<file path="src/rtl/uart_tx_core.sv">
// Generic synchronous FIFO: registered pointers, occupancy counter, head word visible combinationally.
// Latency: a pushed word is at the head one clock after the push when the FIFO was empty.
// Backpressure: a push while full or a pop while empty is ignored; full/empty flag it to the caller.
module uart_tx_fifo #(
  parameter int W     = 8,
  parameter int DEPTH = 16
) (
  input  logic                           clk,
  input  logic                           rst,
  input  logic                           push_vld,
  input  logic [W-1:0]                   push_dat,
  input  logic                           pop,
  output logic [W-1:0]                   head_dat,
  output logic                           full,
  output logic                           empty,
  output logic [$clog2(DEPTH+1)-1:0]     count
);
  localparam int AW = $clog2(DEPTH);
  localparam int CW = $clog2(DEPTH + 1);

  logic [W-1:0]  mem [DEPTH];
  logic [AW-1:0] wr_q, wr_d, rd_q, rd_d;
  logic [CW-1:0] cnt_q, cnt_d;
  logic          do_push, do_pop;

  assign full     = (cnt_q == CW'(DEPTH));
  assign empty    = (cnt_q == '0);
  assign do_push  = push_vld && !full;
  assign do_pop   = pop && !empty;
  assign head_dat = mem[rd_q];
  assign count    = cnt_q;

  always_comb begin
    wr_d  = wr_q;
    rd_d  = rd_q;
    cnt_d = cnt_q;
    if (do_push) wr_d = wr_q + AW'(1);
    if (do_pop)  rd_d = rd_q + AW'(1);
    case ({do_push, do_pop})
      2'b10:   cnt_d = cnt_q + CW'(1);
      2'b01:   cnt_d = cnt_q - CW'(1);
      default: cnt_d = cnt_q;
    endcase
  end

  always_ff @(posedge clk or posedge rst) begin
    if (rst) begin
      wr_q  <= '0;
      rd_q  <= '0;
      cnt_q <= '0;
    end else begin
      wr_q  <= wr_d;
      rd_q  <= rd_d;
      cnt_q <= cnt_d;
    end
  end

  always_ff @(posedge clk) begin
    if (do_push) mem[wr_q] <= push_dat;
  end
endmodule

// UART transmitter: FIFO-buffered words framed as START, DATA (LSB first), optional PARITY, 1-2 STOP.
// Latency: txo falls one clock after a word is accepted into an empty, idle block.
// Backpressure: din_ready drops while the FIFO holds FIFO_DEPTH words; frames run back to back.
module uart_tx_core #(
  parameter int CLK_HZ     = 50_000_000,
  parameter int DATA_W     = 8,
  parameter int FIFO_DEPTH = 16
) (
  input  logic                              clk,
  input  logic                              rst,
  input  logic [2:0]                        bc,
  input  logic [1:0]                        par_mode,
  input  logic                              stop2,
  input  logic [DATA_W-1:0]                 din,
  input  logic                              din_valid,
  output logic                              din_ready,
  output logic                              txo,
  output logic                              busy,
  output logic [$clog2(FIFO_DEPTH+1)-1:0]   fifo_count
);
  localparam int DIV_9600   = CLK_HZ / 9600;
  localparam int DIV_19200  = CLK_HZ / 19200;
  localparam int DIV_38400  = CLK_HZ / 38400;
  localparam int DIV_57600  = CLK_HZ / 57600;
  localparam int DIV_115200 = CLK_HZ / 115200;
  localparam int CW  = $clog2(DIV_9600 + 1);
  localparam int IW  = $clog2(DATA_W + 1);
  localparam int FCW = $clog2(FIFO_DEPTH + 1);

  typedef enum logic [2:0] {S_IDLE, S_START, S_DATA, S_PARITY, S_STOP} state_t;

  state_t            state_q, state_d;
  logic [CW-1:0]     cnt_q, cnt_d, div_q, div_d, div_sel;
  logic [IW-1:0]     idx_q, idx_d;
  logic [DATA_W-1:0] sh_q, sh_d, head;
  logic              par_en_q, par_en_d, par_bit_q, par_bit_d, stop2_q, stop2_d;
  logic              txo_q, txo_d;
  logic              rdy_en_q;
  logic              pop, load, bit_end, fifo_full, fifo_empty;
  logic [FCW-1:0]    cnt_fifo;

  // Held low through reset, enabled from the first clock edge afterwards.
  assign din_ready  = rdy_en_q && !fifo_full;
  assign fifo_count = cnt_fifo;
  assign busy       = (state_q != S_IDLE);
  assign txo        = txo_q;
  assign bit_end    = (cnt_q == div_q - CW'(1));

  uart_tx_fifo #(.W(DATA_W), .DEPTH(FIFO_DEPTH)) u_fifo (
    .clk      (clk),
    .rst      (rst),
    .push_vld (din_valid && din_ready),
    .push_dat (din),
    .pop      (pop),
    .head_dat (head),
    .full     (fifo_full),
    .empty    (fifo_empty),
    .count    (cnt_fifo)
  );

  always_comb begin
    case (bc)
      3'd1:    div_sel = CW'(DIV_19200);
      3'd2:    div_sel = CW'(DIV_38400);
      3'd3:    div_sel = CW'(DIV_57600);
      3'd4:    div_sel = CW'(DIV_115200);
      default: div_sel = CW'(DIV_9600);
    endcase
  end

  always_comb begin
    state_d   = state_q;
    cnt_d     = cnt_q;
    idx_d     = idx_q;
    sh_d      = sh_q;
    div_d     = div_q;
    par_en_d  = par_en_q;
    par_bit_d = par_bit_q;
    stop2_d   = stop2_q;
    load      = 1'b0;
    case (state_q)
      S_IDLE: begin
        if (!fifo_empty) load = 1'b1;
      end
      S_START: begin
        if (bit_end) begin
          state_d = S_DATA;
          cnt_d   = '0;
        end else begin
          cnt_d = cnt_q + CW'(1);
        end
      end
      S_DATA: begin
        if (bit_end) begin
          cnt_d = '0;
          sh_d  = sh_q >> 1;
          if (idx_q == IW'(DATA_W - 1)) begin
            idx_d   = '0;
            state_d = par_en_q ? S_PARITY : S_STOP;
          end else begin
            idx_d = idx_q + IW'(1);
          end
        end else begin
          cnt_d = cnt_q + CW'(1);
        end
      end
      S_PARITY: begin
        if (bit_end) begin
          state_d = S_STOP;
          cnt_d   = '0;
        end else begin
          cnt_d = cnt_q + CW'(1);
        end
      end
      S_STOP: begin
        if (bit_end) begin
          cnt_d = '0;
          if (stop2_q && idx_q == '0) begin
            idx_d = IW'(1);
          end else begin
            idx_d = '0;
            if (!fifo_empty) load = 1'b1;
            else             state_d = S_IDLE;
          end
        end else begin
          cnt_d = cnt_q + CW'(1);
        end
      end
      default: state_d = S_IDLE;
    endcase
    // Frame start: configuration is frozen here for the whole frame.
    if (load) begin
      state_d   = S_START;
      cnt_d     = '0;
      idx_d     = '0;
      sh_d      = head;
      div_d     = div_sel;
      par_en_d  = (par_mode == 2'b01) || (par_mode == 2'b10);
      par_bit_d = (^head) ^ (par_mode == 2'b10);
      stop2_d   = stop2;
    end
  end

  assign pop = load;

  // Output is registered from next-state values so the pin never glitches.
  always_comb begin
    case (state_d)
      S_START:  txo_d = 1'b0;
      S_DATA:   txo_d = sh_d[0];
      S_PARITY: txo_d = par_bit_d;
      default:  txo_d = 1'b1;
    endcase
  end

  always_ff @(posedge clk or posedge rst) begin
    if (rst) begin
      state_q   <= S_IDLE;
      cnt_q     <= '0;
      idx_q     <= '0;
      sh_q      <= '0;
      div_q     <= CW'(DIV_9600);
      par_en_q  <= 1'b0;
      par_bit_q <= 1'b0;
      stop2_q   <= 1'b0;
      txo_q     <= 1'b1;
      rdy_en_q  <= 1'b0;
    end else begin
      state_q   <= state_d;
      cnt_q     <= cnt_d;
      idx_q     <= idx_d;
      sh_q      <= sh_d;
      div_q     <= div_d;
      par_en_q  <= par_en_d;
      par_bit_q <= par_bit_d;
      stop2_q   <= stop2_d;
      txo_q     <= txo_d;
      rdy_en_q  <= 1'b1;
    end
  end
endmodule

</file>
<file path="config.mk">
export PLATFORM = sky130hd
export DESIGN_NAME = uart_tx_core
export DESIGN_NICKNAME = d
export VERILOG_FILES = /design/src/rtl/uart_tx_core.sv
export SDC_FILE = /design/constraint.sdc
export NUM_CORES = 1
export LEC_CHECK = 0
export CAP_MARGIN = 20
export CORE_MARGIN = 8
export CORE_UTILIZATION = 40
export DETAILED_ROUTE_END_ITERATION = 8
export SYNTH_ARGS = -nofsm -noshare
export SYNTH_HDL_FRONTEND = slang
export SYNTH_SLANG_ARGS = --single-unit
</file>
<file path="constraint.sdc">
create_clock -name clk -period 5.1 [get_ports clk]
set_input_delay 0.51 -clock clk [delete_from_list [all_inputs] [get_ports clk]]
set_output_delay 0.51 -clock clk [all_outputs]
set_load 0.01 [all_outputs]
</file>
==> impl_metrics.ini, run 1 <==
[status]
status = complete, no violations

[power_and_ir_drop]
p_leak_uw = 0.003515
p_sw_uw = 1748
clkPwrFrac = 0.271
vdd_drop_max_mv = 0.2422
switching_share = 0.3498
power_frac_comb = 0.303
power_density_mw_per_mm2 = 523.9
power.share.sequential = 0.426
intPower_uw = 3249

[grt]
antenna_found_initial = 0
grt_pass1_vias = 5178
grt_usage = 0.1400
grt_pass1_wl_mm = 28.49
grt_start_max_net_pins = 52
overflow = 0

[drt]
routed_wl_mm = 17.56
drtIter0Drc = 304
dr_total_vias = 5029
vias_per_cell = 5.356
drc = 0
ant_nets = 0
wire_per_inst_um = 18.70
drt_first_pass_iters = 5

[sta]
max_freq_mhz = 216.2
setup_viol = 0
tns_ps = 0
hold_viol_final = 0
slew_headroom = 0.3911
finalCritPeriodShare = 0.9070
clock_skew_ps = 17.62
maxSlewViolCount = 0
rsz0062_at_grt = no
min_period_ps = 4626
tightestPinTransition_ps = 913.4

[setup_path]
path_buf_inv = 1
worstSetupPathType = flop to flop
ff2ff_path_depth = 16
required_ps = 5460
crit_chain = or4_1 -> or4_1 -> a211oi_2 -> a211oi_2 -> or4_4 -> o31a_1 -> clkinv_2 -> ha_1 -> xor2_1 -> ha_1 -> o21ai_0 -> a21oi_1 -> a21oi_1 -> xor2_1 -> nor2_1 -> xor2_1
crit_fanout = 9
critPathMaxStageDelay_ps = 660
critPathTopFamily = simple AND/OR/NAND/NOR gates
end_kind = flop
cp-start-kind = flop
cp.arrival_ps = 4980
worst_path_max_delay_cell = or4_1
path_depth = 16
worst_path_most_repeated_cell = xor2_1

[place]
gp_congestion = 0.8056
hpwl_mm = 11.88
port-buffer-count = 24

[clock_network]
numCtsBuffers = 17
clockBufferDepth = 2
clock_sinks = 186
cts_setup_buffers = 0
hold_buffers = 0
clkSlewWorstSetupHoldPaths_ps = 80
worstSkewPairLatency_ps = 430
cts-root-buf = clkbuf_16
cts.htree.levels = 4
cts.repair.resized = 0
cts_tree = done

[die]
die_x_um = 160.7
die_height_um = 160.7
design.core.area_sq_mm = 0.02082
start_util = 0.4024
ioPinCount = 25
core.rowCount = 53
die_area_sq_mm = 0.02584

[job]
cap_violations = 0

[synth]
synth_most_common_cell = edfxtp_1
synth_seq_cells = 186
syn_avg_cell_area_sq_um = 13.36
netlist.area_leader.share = 0.4587
ys_seq_area_frac = 0.6328
syn_inst = 627
syn_nets = 658
synth.area.top_cells = edfxtp_1 (46%), dfrtp_1 (16%), mux2i_1 (4.8%), mux4_2 (4.3%), nand2_1 (2.9%)
yosys_warnings = 0
ys.flop_type = edfxtp_1
synth-edff-count = 128
synth_area_sq_mm = 0.008379
synth_cell_types = 55
async_flop_share = 0.3118
yosys-top-cells-count = edfxtp_1 (128), nand2_1 (65), dfrtp_1 (52)
yosysTopAreaCell = edfxtp_1

[cells_and_area]
utilization = 0.4580
syn_to_final_growth_pct = 13.81
drive_above_1_share = 0.1084
diodes = 0
fillers = 1874
nNetsFinal = 682

[hold_path]
hold_class = input port to async pin
-- cell families (layout without fill, tap and decap cells) --
logic type / after synthesis / count (layout) / share of synthesized area
AOI/OAI and AO/OA: 99 / 99 / 0.07869
xor gates and xnor gates: 47 / 47 / 0.05077
adders and majority gates: 14 / 14 / 0.02091
buffers and inverters: 46 / 83 / 0.02254
DFF: 186 / 186 / 0.6328
muxes: 57 / 57 / 0.09213
other: 1 / 1 / 0.0004475
and+or+nand+nor: 177 / 177 / 0.1017
-- power by group through the flow --
stage	combinational [uW]	sequential (uW)	clock, uW
2_1_floorplan	1210	2050	0
3_3_place_gp	1490	2140	0
3_5_place_dp	1520	2160	0
4_1_cts	1530	2130	1380
5_1_grt	1690	2160	1440
6_report	1510	2130	1350
-- worst register-to-register path: cells and delay by family (launching register included) --
| kind | cells | cell delay, ps |
|---|---|---|
| simple gates | 4 | 1940 |
| compound gates | 6 | 1080 |
| xor+xnor | 3 | 500 |
| buf+inv | 1 | 60 |
| flops | 1 | 430 |
| fa+ha+maj | 2 | 560 |
-- metal layers --
metal,part of all wire,up-vias,track usage
met5,0,-,0
met4,0.011,0,0.03620
met3,0.029,17,0.02995
met2,0.51,93,0.2388
met1,0.45,2542,0.1780
li1,-,2377,-
-- final timing paths --
| kind | startpoint | to | slack, ps |
|---|---|---|---|
| setup / recovery | div_q[1]$_DFFE_PP0N_ | u_fifo.count[4]$_DFFE_PP0P_ | 470 |
| hold / removal | rst | u_fifo.count[1]$_DFFE_PP0P_ | 300 |
| setup reg to reg | div_q[1]$_DFFE_PP0N_ | u_fifo.count[4]$_DFFE_PP0P_ | 470 |
| hold reg to reg | stop2_q$_DFFE_PP0N_ | stop2_q$_DFFE_PP0N_ | 490 |
| max in group asynchronous | rst | u_fifo.rd_q[0]$_DFFE_PP0P_ | 3860 |
| min in group clk | stop2_q$_DFFE_PP0N_ | stop2_q$_DFFE_PP0N_ | 490 |
-- placed cells by master (no fill, tap or decap), types with 16 or more instances in the layout --
cell	n
o21ai_0	40
mux2i_1	40
inv_1	16
nor2_1	41
edfxtp_1	128
nand2_1	65
mux4_2	16
clkdlybuf4s50_1	24
clkbuf_16	17
xnor2_1	26
dfrtp_1	51
xor2_1	20
a221oi_1	17
-- state kept, by name, summed over array words and instances (netlist names), 3 cells and up --
register      count
u_fifo.wr_q       4
cnt_q            13
u_fifo.mem      128
state_q           3
u_fifo.rd_q       4
idx_q             4
sh_q              8
u_fifo.count      5
div_q            12
-- layout make-up --
type / instances / area (sq um) / area share
Multi-Input combinational cell: 395 / 2888 / 0.3028
Sequential cell: 186 / 5304 / 0.5562
Inverter: 18 / 68.82 / 0.007216
Tap cell: 275 / 344.1 / 0.03608
Timing Repair Buffer: 33 / 305.3 / 0.03201
Clock inverter: 15 / 201.4 / 0.02112
Clock buffer: 17 / 425.4 / 0.04461
-- metrics by stage --
| stage | worst slack [ps] | total power (uW) | instance area (sq um) | cells | hold slack (ps) |
|---|---|---|---|---|---|
| final | 474.3 | 4996 | 9537 | 939 | 298.2 |
| after global routing | 240.1 | 5295 | 9537 | 939 | 309.1 |
| after global placement | 591.4 | 3629 | 8882 | 903 | 460.1 |
| after floorplan | 355.5 | 3257 | 8379 | 627 | 438.0 |
| after detailed placement | 525.1 | 3676 | 8910 | 907 | 477.0 |
| after CTS | 488.1 | 5038 | 9537 | 939 | 299.7 |
No activity file was read; power rests on OpenSTA's default activity.
==> run 2: changes to the inputs <==
Settings changed: SLEW_MARGIN from default to 20.
==> run 2 against run 1 <==
First-iteration DRC count grew 17%. Hold slack lost 11 ps. Combinational power is essentially flat. Via count shrank 1.1%. Critical endpoint unchanged. Largest power group unchanged.
==> impl_metrics.ini, run 2 (synthesis results as in run 1) <==
[status]
status = complete, no violations

[setup_path]
timing.rr.start = div_q[1]$_DFFE_PP0N_
crit_fanout = 9
end_kind = flop
ff2ff_path_depth = 16
r2r_slack_ps = 500
timing.rr.end = u_fifo.count[4]$_DFFE_PP0P_
worst_path_max_delay_cell = or4_1
path_buf_inv = 1
path_depth = 16
required_ps = 5460
critPathTopFamily = simple AND/OR/NAND/NOR gates
cp.arrival_ps = 4960
crit_chain = or4_1 -> or4_1 -> a211oi_2 -> a211oi_2 -> or4_4 -> o31a_1 -> clkinv_2 -> ha_1 -> xor2_1 -> ha_1 -> o21ai_0 -> a21oi_1 -> a21oi_1 -> xor2_1 -> nor2_1 -> xor2_1
worst_path_most_repeated_cell = xor2_1
endpoint = u_fifo.count[4]$_DFFE_PP0P_
critPathMaxStageDelay_ps = 670
crit_start = div_q[1]$_DFFE_PP0N_
cp-start-kind = flop
worstSetupPathType = flop to flop

[cells_and_area]
mostFrequentLayoutCell = edfxtp_1
nNetsFinal = 678
syn_to_final_growth_pct = 13.63
final_cell_mix = edfxtp_1 (128), nand2_1 (65), dfrtp_1 (51)
diodes = 0
finalNonFillerCells = 935
largest_register_ffs = 128
top_regs = u_fifo.mem x128, cnt_q x13, div_q x12
top_register = u_fifo.mem
drive_above_1_share = 0.1091

[grt]
grt_usage = 0.1403
antenna_found_initial = 0
grt_pass1_vias = 5080
overflow = 0
grt_pass1_wl_mm = 28.21
grt_start_max_net_pins = 52

[clock_network]
cts.repair.resized = 0
hold_buffers = 0
cts.htree.levels = 4
worstSkewPairLatency_ps = 440
clockBufferDepth = 2
clock_sinks = 186
clkSlewWorstSetupHoldPaths_ps = 80
cts-root-buf = clkbuf_16
cts_setup_buffers = 0
cts_tree = done
numCtsBuffers = 17

[drt]
drt_first_pass_iters = 4
drtIter0Drc = 356
dr_total_vias = 4976
wire_per_inst_um = 18.57
routed_wl_mm = 17.36
ant_nets = 0
vias_per_cell = 5.322
drc = 0

[sta]
rsz0062_at_grt = no
slew_headroom = 0.3761
clock_skew_ps = 12.08
setup_viol = 0
finalCritPeriodShare = 0.9020
tightestPinTransition_ps = 935.9
hold_viol_final = 0
max_freq_mhz = 217.4
maxSlewViolCount = 0
tns_ps = 0
timing.hold.ws_ps = 287.4
min_period_ps = 4600

[die]
die_area_sq_mm = 0.02584
die_height_um = 160.7
design.core.area_sq_mm = 0.02082
start_util = 0.4024
ioPinCount = 25
die_x_um = 160.7
core.rowCount = 53

[place]
hpwl_mm = 11.70
gp_congestion = 0.8056
dp_cells = 903
port-buffer-count = 24

[power_and_ir_drop]
power.share.sequential = 0.426
intPower_uw = 3247
power_frac_comb = 0.302
p_sw_uw = 1757
p_leak_uw = 0.003498
vdd_drop_max_mv = 0.2358
power_density_mw_per_mm2 = 525.5
clkPwrFrac = 0.272
switching_share = 0.3511

[hold_path]
hold_class = input port to async pin

[job]
cap_violations = 0
[run 2: metal layers]
metal	GRT usage	routed length [um]	up-vias	share of wire
met5	0	0	-	0
met4	0.04630	270	0	0.016
met3	0.03276	636	18	0.037
met2	0.2301	8504	96	0.49
met1	0.1804	7950	2497	0.46
li1	-	-	2365	-
[run 2: power groups by stage]
stage / clock network, uW / logic, uW / registers, uW
4_1_cts: 1390 / 1530 / 2130
3_3_place_gp: 0 / 1490 / 2140
2_1_floorplan: 0 / 1210 / 2050
3_5_place_dp: 0 / 1520 / 2160
5_1_grt: 1450 / 1690 / 2170
6_report: 1360 / 1510 / 2130
[run 2: worst min-delay path by stage]
stage / start / end / cells after the start
floorplan: stop2_q$_DFFE_PP0N_ / stop2_q$_DFFE_PP0N_ / 2
global placement: stop2_q$_DFFE_PP0N_ / stop2_q$_DFFE_PP0N_ / 2
CTS: rst / u_fifo.wr_q[0]$_DFFE_PP0P_ / 2
finish: rst / u_fifo.count[1]$_DFFE_PP0P_ / 2
global route: rst / u_fifo.count[1]$_DFFE_PP0P_ / 2
detailed placement: par_bit_q$_DFF_PP0_ / par_bit_q$_DFF_PP0_ / 2
[run 2: worst register-to-register path: cells and delay by family (launching register included)]
| family | cells | cell delay [ps] |
|---|---|---|
| simple gates | 4 | 1950 |
| fa+ha+maj | 2 | 560 |
| compound gates | 6 | 1040 |
| xor+xnor | 3 | 490 |
| buf+inv | 1 | 60 |
| flops | 1 | 430 |
[run 2: per-stage QoR]
| stage | power, uW | util | instance area [sq um] | setup slack [ps] |
|---|---|---|---|---|
| after floorplan | 3257 | - | 8379 | 355.5 |
| after global placement | 3629 | 0.4266 | 8882 | 591.4 |
| after detailed placement | 3679 | 0.4275 | 8902 | 532.0 |
| after CTS | 5048 | 0.4573 | 9522 | 509.1 |
| after global routing | 5310 | 0.4573 | 9522 | 264.7 |
| final | 5004 | 0.4573 | 9522 | 499.6 |
[run 2: area by class of cell]
class | count | area (sq um)
well taps | 275 | 344.1
clock buffers | 17 | 425.4
multi-input cells | 395 | 2908
repair buffers | 29 | 277.8
fillers | 1854 | 11300
inverters | 18 | 68.82
clock inverters | 15 | 193.9
flip-flops and latches | 186 | 5304
